<file path="src/rtl/sram_adapter_pkg.sv">
// Shared types and constants for the SRAM request adapter and its helpers.
package sram_adapter_pkg;

  typedef enum logic [1:0] {
    IDLE    = 2'd0,
    RD_WAIT = 2'd1,
    MERGE   = 2'd2,
    RSP     = 2'd3
  } adapter_state_e;

  localparam int DATA_WIDTH_DFLT = 32;
  localparam int BE_WIDTH        = DATA_WIDTH_DFLT / 8;
  // Byte address -> word index shift for 32-bit words.
  localparam int BYTE_OFFSET     = 2;

endpackage

</file>
<file path="src/rtl/sram_byte_merge.sv">
// Combinational per-byte select: enabled bytes come from new_data, the rest from old_data.
module sram_byte_merge #(
  parameter int DATA_WIDTH = 32
) (
  input  logic [DATA_WIDTH/8-1:0] be,
  input  logic [DATA_WIDTH-1:0]   new_data,
  input  logic [DATA_WIDTH-1:0]   old_data,
  output logic [DATA_WIDTH-1:0]   merged
);

  for (genvar i = 0; i < DATA_WIDTH/8; i++) begin : g_byte
    assign merged[8*i +: 8] = be[i] ? new_data[8*i +: 8] : old_data[8*i +: 8];
  end

endmodule

</file>
<file path="src/rtl/sram_req_adapter.sv">
// valid/ready front end for the single-port SRAM macro, with read-modify-write for partial stores.
// Optional SRAM_ADAPTER_FAST_RD_EN returns read data straight from the macro in RD_WAIT.
module sram_req_adapter
  import sram_adapter_pkg::*;
#(
  parameter int DATA_WIDTH      = 32,
  parameter int ADDR_WIDTH      = 10,
  parameter int BYTE_ADDR_WIDTH = 32
) (
  input  logic                       clk,
  input  logic                       rst,
  input  logic                       req_valid,
  output logic                       req_ready,
  input  logic                       req_we,
  input  logic [BYTE_ADDR_WIDTH-1:0] req_addr,
  input  logic [DATA_WIDTH/8-1:0]    req_be,
  input  logic [DATA_WIDTH-1:0]      req_wdata,
  output logic                       rsp_valid,
  input  logic                       rsp_ready,
  output logic [DATA_WIDTH-1:0]      rsp_rdata,
  output logic                       rsp_err,
  output logic                       sram_csb0,
  output logic                       sram_web0,
  output logic [ADDR_WIDTH-1:0]      sram_addr0,
  output logic [DATA_WIDTH-1:0]      sram_din0,
  input  logic [DATA_WIDTH-1:0]      sram_dout0
);

  localparam int BEW = DATA_WIDTH / 8;

  adapter_state_e        state_q, state_d;
  logic [DATA_WIDTH-1:0] rdata_q, rdata_d;
  logic                  err_q, err_d;
  logic [DATA_WIDTH-1:0] wdata_q;
  logic [BEW-1:0]        be_q;
  logic [ADDR_WIDTH-1:0] idx_q;
  logic                  capture;

  logic [ADDR_WIDTH-1:0] req_idx;
  logic                  oor, be_full, be_none, accept;
  logic [DATA_WIDTH-1:0] merged;
  logic                  unused_addr_lsbs;

  assign req_idx          = req_addr[ADDR_WIDTH+BYTE_OFFSET-1:BYTE_OFFSET];
  assign oor              = |req_addr[BYTE_ADDR_WIDTH-1:ADDR_WIDTH+BYTE_OFFSET];
  assign be_full          = &req_be;
  assign be_none          = ~|req_be;
  // No request is taken while reset is held, so the macro sees no strobe during reset.
  assign accept           = (state_q == IDLE) && req_valid && !rst;
  assign unused_addr_lsbs = ^req_addr[BYTE_OFFSET-1:0];

  sram_byte_merge #(.DATA_WIDTH(DATA_WIDTH)) u_merge (
    .be       (be_q),
    .new_data (wdata_q),
    .old_data (sram_dout0),
    .merged   (merged)
  );

  always_ff @(posedge clk or posedge rst) begin
    if (rst) state_q <= IDLE;
    else     state_q <= state_d;
  end

  always_ff @(posedge clk or posedge rst) begin
    if (rst) begin
      rdata_q <= '0;
      err_q   <= 1'b0;
      wdata_q <= '0;
      be_q    <= '0;
      idx_q   <= '0;
    end else begin
      rdata_q <= rdata_d;
      err_q   <= err_d;
      if (capture) begin
        wdata_q <= req_wdata;
        be_q    <= req_be;
        idx_q   <= req_idx;
      end
    end
  end

  always_comb begin
    state_d = state_q;
    rdata_d = rdata_q;
    err_d   = err_q;
    capture = 1'b0;
    case (state_q)
      IDLE: begin
        if (accept) begin
          if (oor) begin
            err_d   = 1'b1;
            rdata_d = '0;
            state_d = RSP;
          end else if (!req_we) begin
            state_d = RD_WAIT;
          end else if (be_full || be_none) begin
            state_d = RSP;
          end else begin
            capture = 1'b1;
            state_d = MERGE;
          end
        end
      end
      RD_WAIT: begin
`ifdef SRAM_ADAPTER_FAST_RD_EN
        if (rsp_ready) begin
          state_d = IDLE;
        end else begin
          rdata_d = sram_dout0;
          state_d = RSP;
        end
`else
        rdata_d = sram_dout0;
        state_d = RSP;
`endif
      end
      MERGE: state_d = RSP;
      RSP: begin
        if (rsp_ready) begin
          rdata_d = '0;
          err_d   = 1'b0;
          state_d = IDLE;
        end
      end
    endcase
  end

  // Strobes are combinational; the macro registers them at the next posedge.
  always_comb begin
    req_ready  = 1'b0;
    rsp_valid  = 1'b0;
    rsp_rdata  = rdata_q;
    rsp_err    = err_q;
    sram_csb0  = 1'b1;
    sram_web0  = 1'b1;
    sram_addr0 = '0;
    sram_din0  = '0;
    case (state_q)
      IDLE: begin
        req_ready = !rst;
        if (accept && !oor) begin
          if (!req_we) begin
            sram_csb0  = 1'b0;
            sram_addr0 = req_idx;
          end else if (be_full) begin
            sram_csb0  = 1'b0;
            sram_web0  = 1'b0;
            sram_addr0 = req_idx;
            sram_din0  = req_wdata;
          end else if (!be_none) begin
            sram_csb0  = 1'b0;
            sram_addr0 = req_idx;
          end
        end
      end
      RD_WAIT: begin
`ifdef SRAM_ADAPTER_FAST_RD_EN
        rsp_valid = 1'b1;
        rsp_rdata = sram_dout0;
`endif
      end
      MERGE: begin
        sram_csb0  = 1'b0;
        sram_web0  = 1'b0;
        sram_addr0 = idx_q;
        sram_din0  = merged;
      end
      RSP: rsp_valid = 1'b1;
    endcase
  end

endmodule

</file>
<file path="config.mk">
export PLATFORM = sky130hd
export DESIGN_NAME = sram_req_adapter
export DESIGN_NICKNAME = d
export VERILOG_FILES = /design/src/rtl/sram_adapter_pkg.sv /design/src/rtl/sram_byte_merge.sv /design/src/rtl/sram_req_adapter.sv
export SDC_FILE = /design/constraint.sdc
export NUM_CORES = 1
export LEC_CHECK = 0
export CAP_MARGIN = 10
export CORE_MARGIN = 8
export CORE_UTILIZATION = 35
export DETAILED_ROUTE_END_ITERATION = 7
export DONT_BUFFER_PORTS = 1
export GPL_ROUTABILITY_DRIVEN = 0
export PLACE_DENSITY = 0.55
export RECOVER_POWER = 100
export SLEW_MARGIN = 40
export SYNTH_ARGS = -nofsm -noshare
export SYNTH_HDL_FRONTEND = slang
export SYNTH_SLANG_ARGS = --single-unit
</file>
<file path="constraint.sdc">
create_clock -name clk -period 3.2 [get_ports clk]
set_clock_uncertainty 0.15 [all_clocks]
set_input_delay 0.32 -clock clk [delete_from_list [all_inputs] [get_ports clk]]
set_output_delay 0.32 -clock clk [all_outputs]
set_load 0.05 [all_outputs]
</file>
==> flow_metrics.env <==
export IMPL_violations="max-capacitance violations, max-slew violations"
export IMPL_initial_core_util_pct=35.32
export IMPL_first_iter_violations=90
export IMPL_power_ir_vdd_worst_uv=358.4
export IMPL_cts_root_buffer="sky130_fd_sc_hd__clkbuf_16"
export IMPL_predominant_post_synthesis_flop_cell="sky130_fd_sc_hd__dfrtp_1"
export IMPL_path_common_cell="sky130_fd_sc_hd__clkbuf_4"
export IMPL_setup_viol=0
export IMPL_status="finished, violations left"
export IMPL_pin_count=184
export IMPL_floorplan_die_height_um=128.2
export IMPL_fin_area_um2=5921
export IMPL_clockBufferDepth=2
export IMPL_critPathCaptureType="output port"
export IMPL_syn_warnings=0
export IMPL_setup_total_negative_slack_ns=0
export IMPL_worst_slew_pin_slew_ns=1.917
export IMPL_cp_cell_sequence="inv_1 -> ha_2 -> and3b_2 -> nor3b_1 -> and3_1 -> clkbuf_4 -> a22o_1 -> clkbuf_4"
export IMPL_ys_seq_area_share_pct=46.04
export IMPL_placed_inst_area_um2=5260
export IMPL_max_slew_margin_pct=-28.54
export IMPL_cp_max_fo=14
export IMPL_synthesis_area_um2=4403
export IMPL_grtUsageTotal_pct=17.20
export IMPL_antenna_found_initial=0
export IMPL_power_density_nw_per_um2=892.2
export IMPL_die_area_um2=16430
export IMPL_clock_sinks=81
export IMPL_worst_path_largest_cell_delay_ns=0.42
export IMPL_share_of_final_layout_standard_cells_stronger_than_drive_strength_1_pct=21.92
export IMPL_worst_endpoint_arrival_ns=2.55
export IMPL_avg_cell_area_syn_um2=12.03
export IMPL_timing_max_transition_violations_final=39
export IMPL_cts_htree_levels=3
export IMPL_drv_max_cap_violation_count=1
export IMPL_cts_clk_slew_worst_paths_ns=0.06
export IMPL_period_needed_ns=3.022
export IMPL_routed_wl_um=13820
export IMPL_clk_latency_ns=0.33
export IMPL_async_reset_ff_share_pct=100.0
export IMPL_synth_enable_flop_cells=0
export IMPL_globalRouteOverflowTotal=0
export IMPL_detailed_place_hpwl_um=9080
export IMPL_floorplan_rows=41
export IMPL_vias=3355
export IMPL_grt_start_max_net_pins=45
export IMPL_design_final_nets=584
export IMPL_post_route_fraction_of_the_period_consumed_by_the_critical_path_pct=94.43
export IMPL_critical_path_n_buffers_inverters=3
export IMPL_cells_after_synth=366
export IMPL_grt_setup_unrepaired="no"
export IMPL_diodes=0
export IMPL_cts_repair_timing_setup_buffer_count=0
export IMPL_critical_path_top_delay_family="simple AND/OR/NAND/NOR gates"
export IMPL_post_synthesis_register_bit_count=81
export IMPL_timing_hold_violations_final=0
export IMPL_leakage_nw=2.850
export IMPL_finalNonFillerCells=651
export IMPL_drt_vias_per_instance=5.154
export IMPL_clock_tree_from_tritoncts="done"
export IMPL_first_global_vias=3912
export IMPL_timing_limited_maximum_frequency_mhz=330.9
export IMPL_hp_class="in2reg"
export IMPL_crit_slowest_cell="sky130_fd_sc_hd__dfrtp_1"
export IMPL_finalCoreUtilization_pct=47.50
export IMPL_drt_antenna_violating_nets=0
export IMPL_synth_lib_cells_used_distinct=29
export IMPL_critPathKind="reg2out"
export IMPL_cts_buffers_inserted=9
export IMPL_io_buffers=0
export IMPL_grt_pass1_wl_um=21810
export IMPL_area_growth_from_synthesis_to_layout_pct=34.47
export IMPL_postSynthNetCount=476
export IMPL_dieWidth_um=128.2
export IMPL_worst_setup_path_start_kind="flop"
export IMPL_drtPass1Iterations=5
export IMPL_dpl_cell_count=556
export IMPL_critPathRequiredTime_ns=2.73
export IMPL_total_power_mw=5.282
export IMPL_drc=0
export IMPL_core_area_um2=12470
export IMPL_wire_per_inst_um=21.23
power by group:
| part | internal, mW | switching (mW) |
|---|---|---|
| registers | 1.24 | 0.954 |
| logic | 0.749 | 1.25 |
| clock network | 0.680 | 0.416 |
| total | 2.67 | 2.62 |
sequential cells by signal (all words and copies together) (netlist names):
register	flops
rsp_err	1
state_q	2
be_q	4
idx_q	10
wdata_q	32
rsp_rdata	32
metal layers:
layer	vias to the layer above	global-route usage (%)	routed length, um
li1	1514	-	-
met1	1659	18.73	5374
met2	151	29.50	6906
met3	31	5.824	1155
met4	0	8.182	386
met5	-	0	0
cell type report:
class,instances,area (um^2)
timing repair buffer,122,1205
clock inverter,6,82.58
fill,1164,6545
tap,172,215.2
multi-input combinational,222,2018
clock buffer,10,229.0
inverter,38,143.9
sequential,81,2027
final timing paths:
| path | slack (ns) | start | endpoint | depth (start not counted) |
|---|---|---|---|---|
| min in group asynchronous | 0.77 | rst | idx_q[1] | 2 |
| max in group asynchronous | 1.18 | rst | wdata_q[8] | 3 |
| max | 0.18 | state_q[0] | sram_din0[13] | 8 |
| min | 0.1 | req_we | state_q[1] | 3 |
| max reg2reg | 0.29 | state_q[1] | rsp_rdata[17] | 7 |
| min reg2reg | 0.34 | wdata_q[7] | wdata_q[7] | 1 |
tightest hold or removal path, delay by kind of cell:
family,cells,cell delay (ns)
AOI/OAI and AO/OA,1,0.12
buffers and inverters,1,0.04
and+or+nand+nor,1,0.07
Yosys cell counts (8+ instances only):
library cell	instances	area, um^2
sky130_fd_sc_hd__a22o_1	44	385.4
sky130_fd_sc_hd__buf_2	8	40.04
sky130_fd_sc_hd__clkbuf_1	8	30.03
sky130_fd_sc_hd__dfrtp_1	81	2027
sky130_fd_sc_hd__inv_1	38	142.6
sky130_fd_sc_hd__mux2_1	10	112.6
sky130_fd_sc_hd__mux2_2	38	427.9
sky130_fd_sc_hd__mux2_4	30	450.4
sky130_fd_sc_hd__mux2i_1	32	320.3
sky130_fd_sc_hd__nand2_1	33	123.9
timing repair:
action                     CTS  global route
setup endpoints to repair    0            43
resized for setup            0             3
hold buffers                79             0
hold endpoints to repair   116             0
cells by family after synthesis:
group                      count (synthesis)  share of synthesized area [%]
buffers and inverters                     63                          6.280
adders and majority gates                  5                          1.421
and+or+nand+nor                           58                          6.707
muxes                                    110                          29.78
AOI/OAI and AO/OA                         49                          9.775
DFF                                       81                          46.04
per-stage QoR:
stage,worst slack [ns],hold slack (ns)
6_report,0.1782,0.09739
4_1_cts,0.04030,0.07912
3_5_place_dp,0.4193,0.2032
5_1_grt,0.02106,0.1003
2_1_floorplan,0.5540,0.3017
3_3_place_gp,0.5388,0.2023
layout by cell type (no fill, tap or decap), types with 9 or more instances in the layout:
cell type	instances
sky130_fd_sc_hd__dfrtp_1	81
sky130_fd_sc_hd__mux2_1	35
sky130_fd_sc_hd__inv_1	37
sky130_fd_sc_hd__clkbuf_4	11
sky130_fd_sc_hd__nand2_1	33
sky130_fd_sc_hd__clkbuf_16	9
sky130_fd_sc_hd__buf_2	13
sky130_fd_sc_hd__mux2_2	38
sky130_fd_sc_hd__mux2i_1	32
sky130_fd_sc_hd__a22o_1	44
sky130_fd_sc_hd__dlygate4sd3_1	79
sky130_fd_sc_hd__buf_12	11
Note: power is estimated with default switching activity, not from simulation.
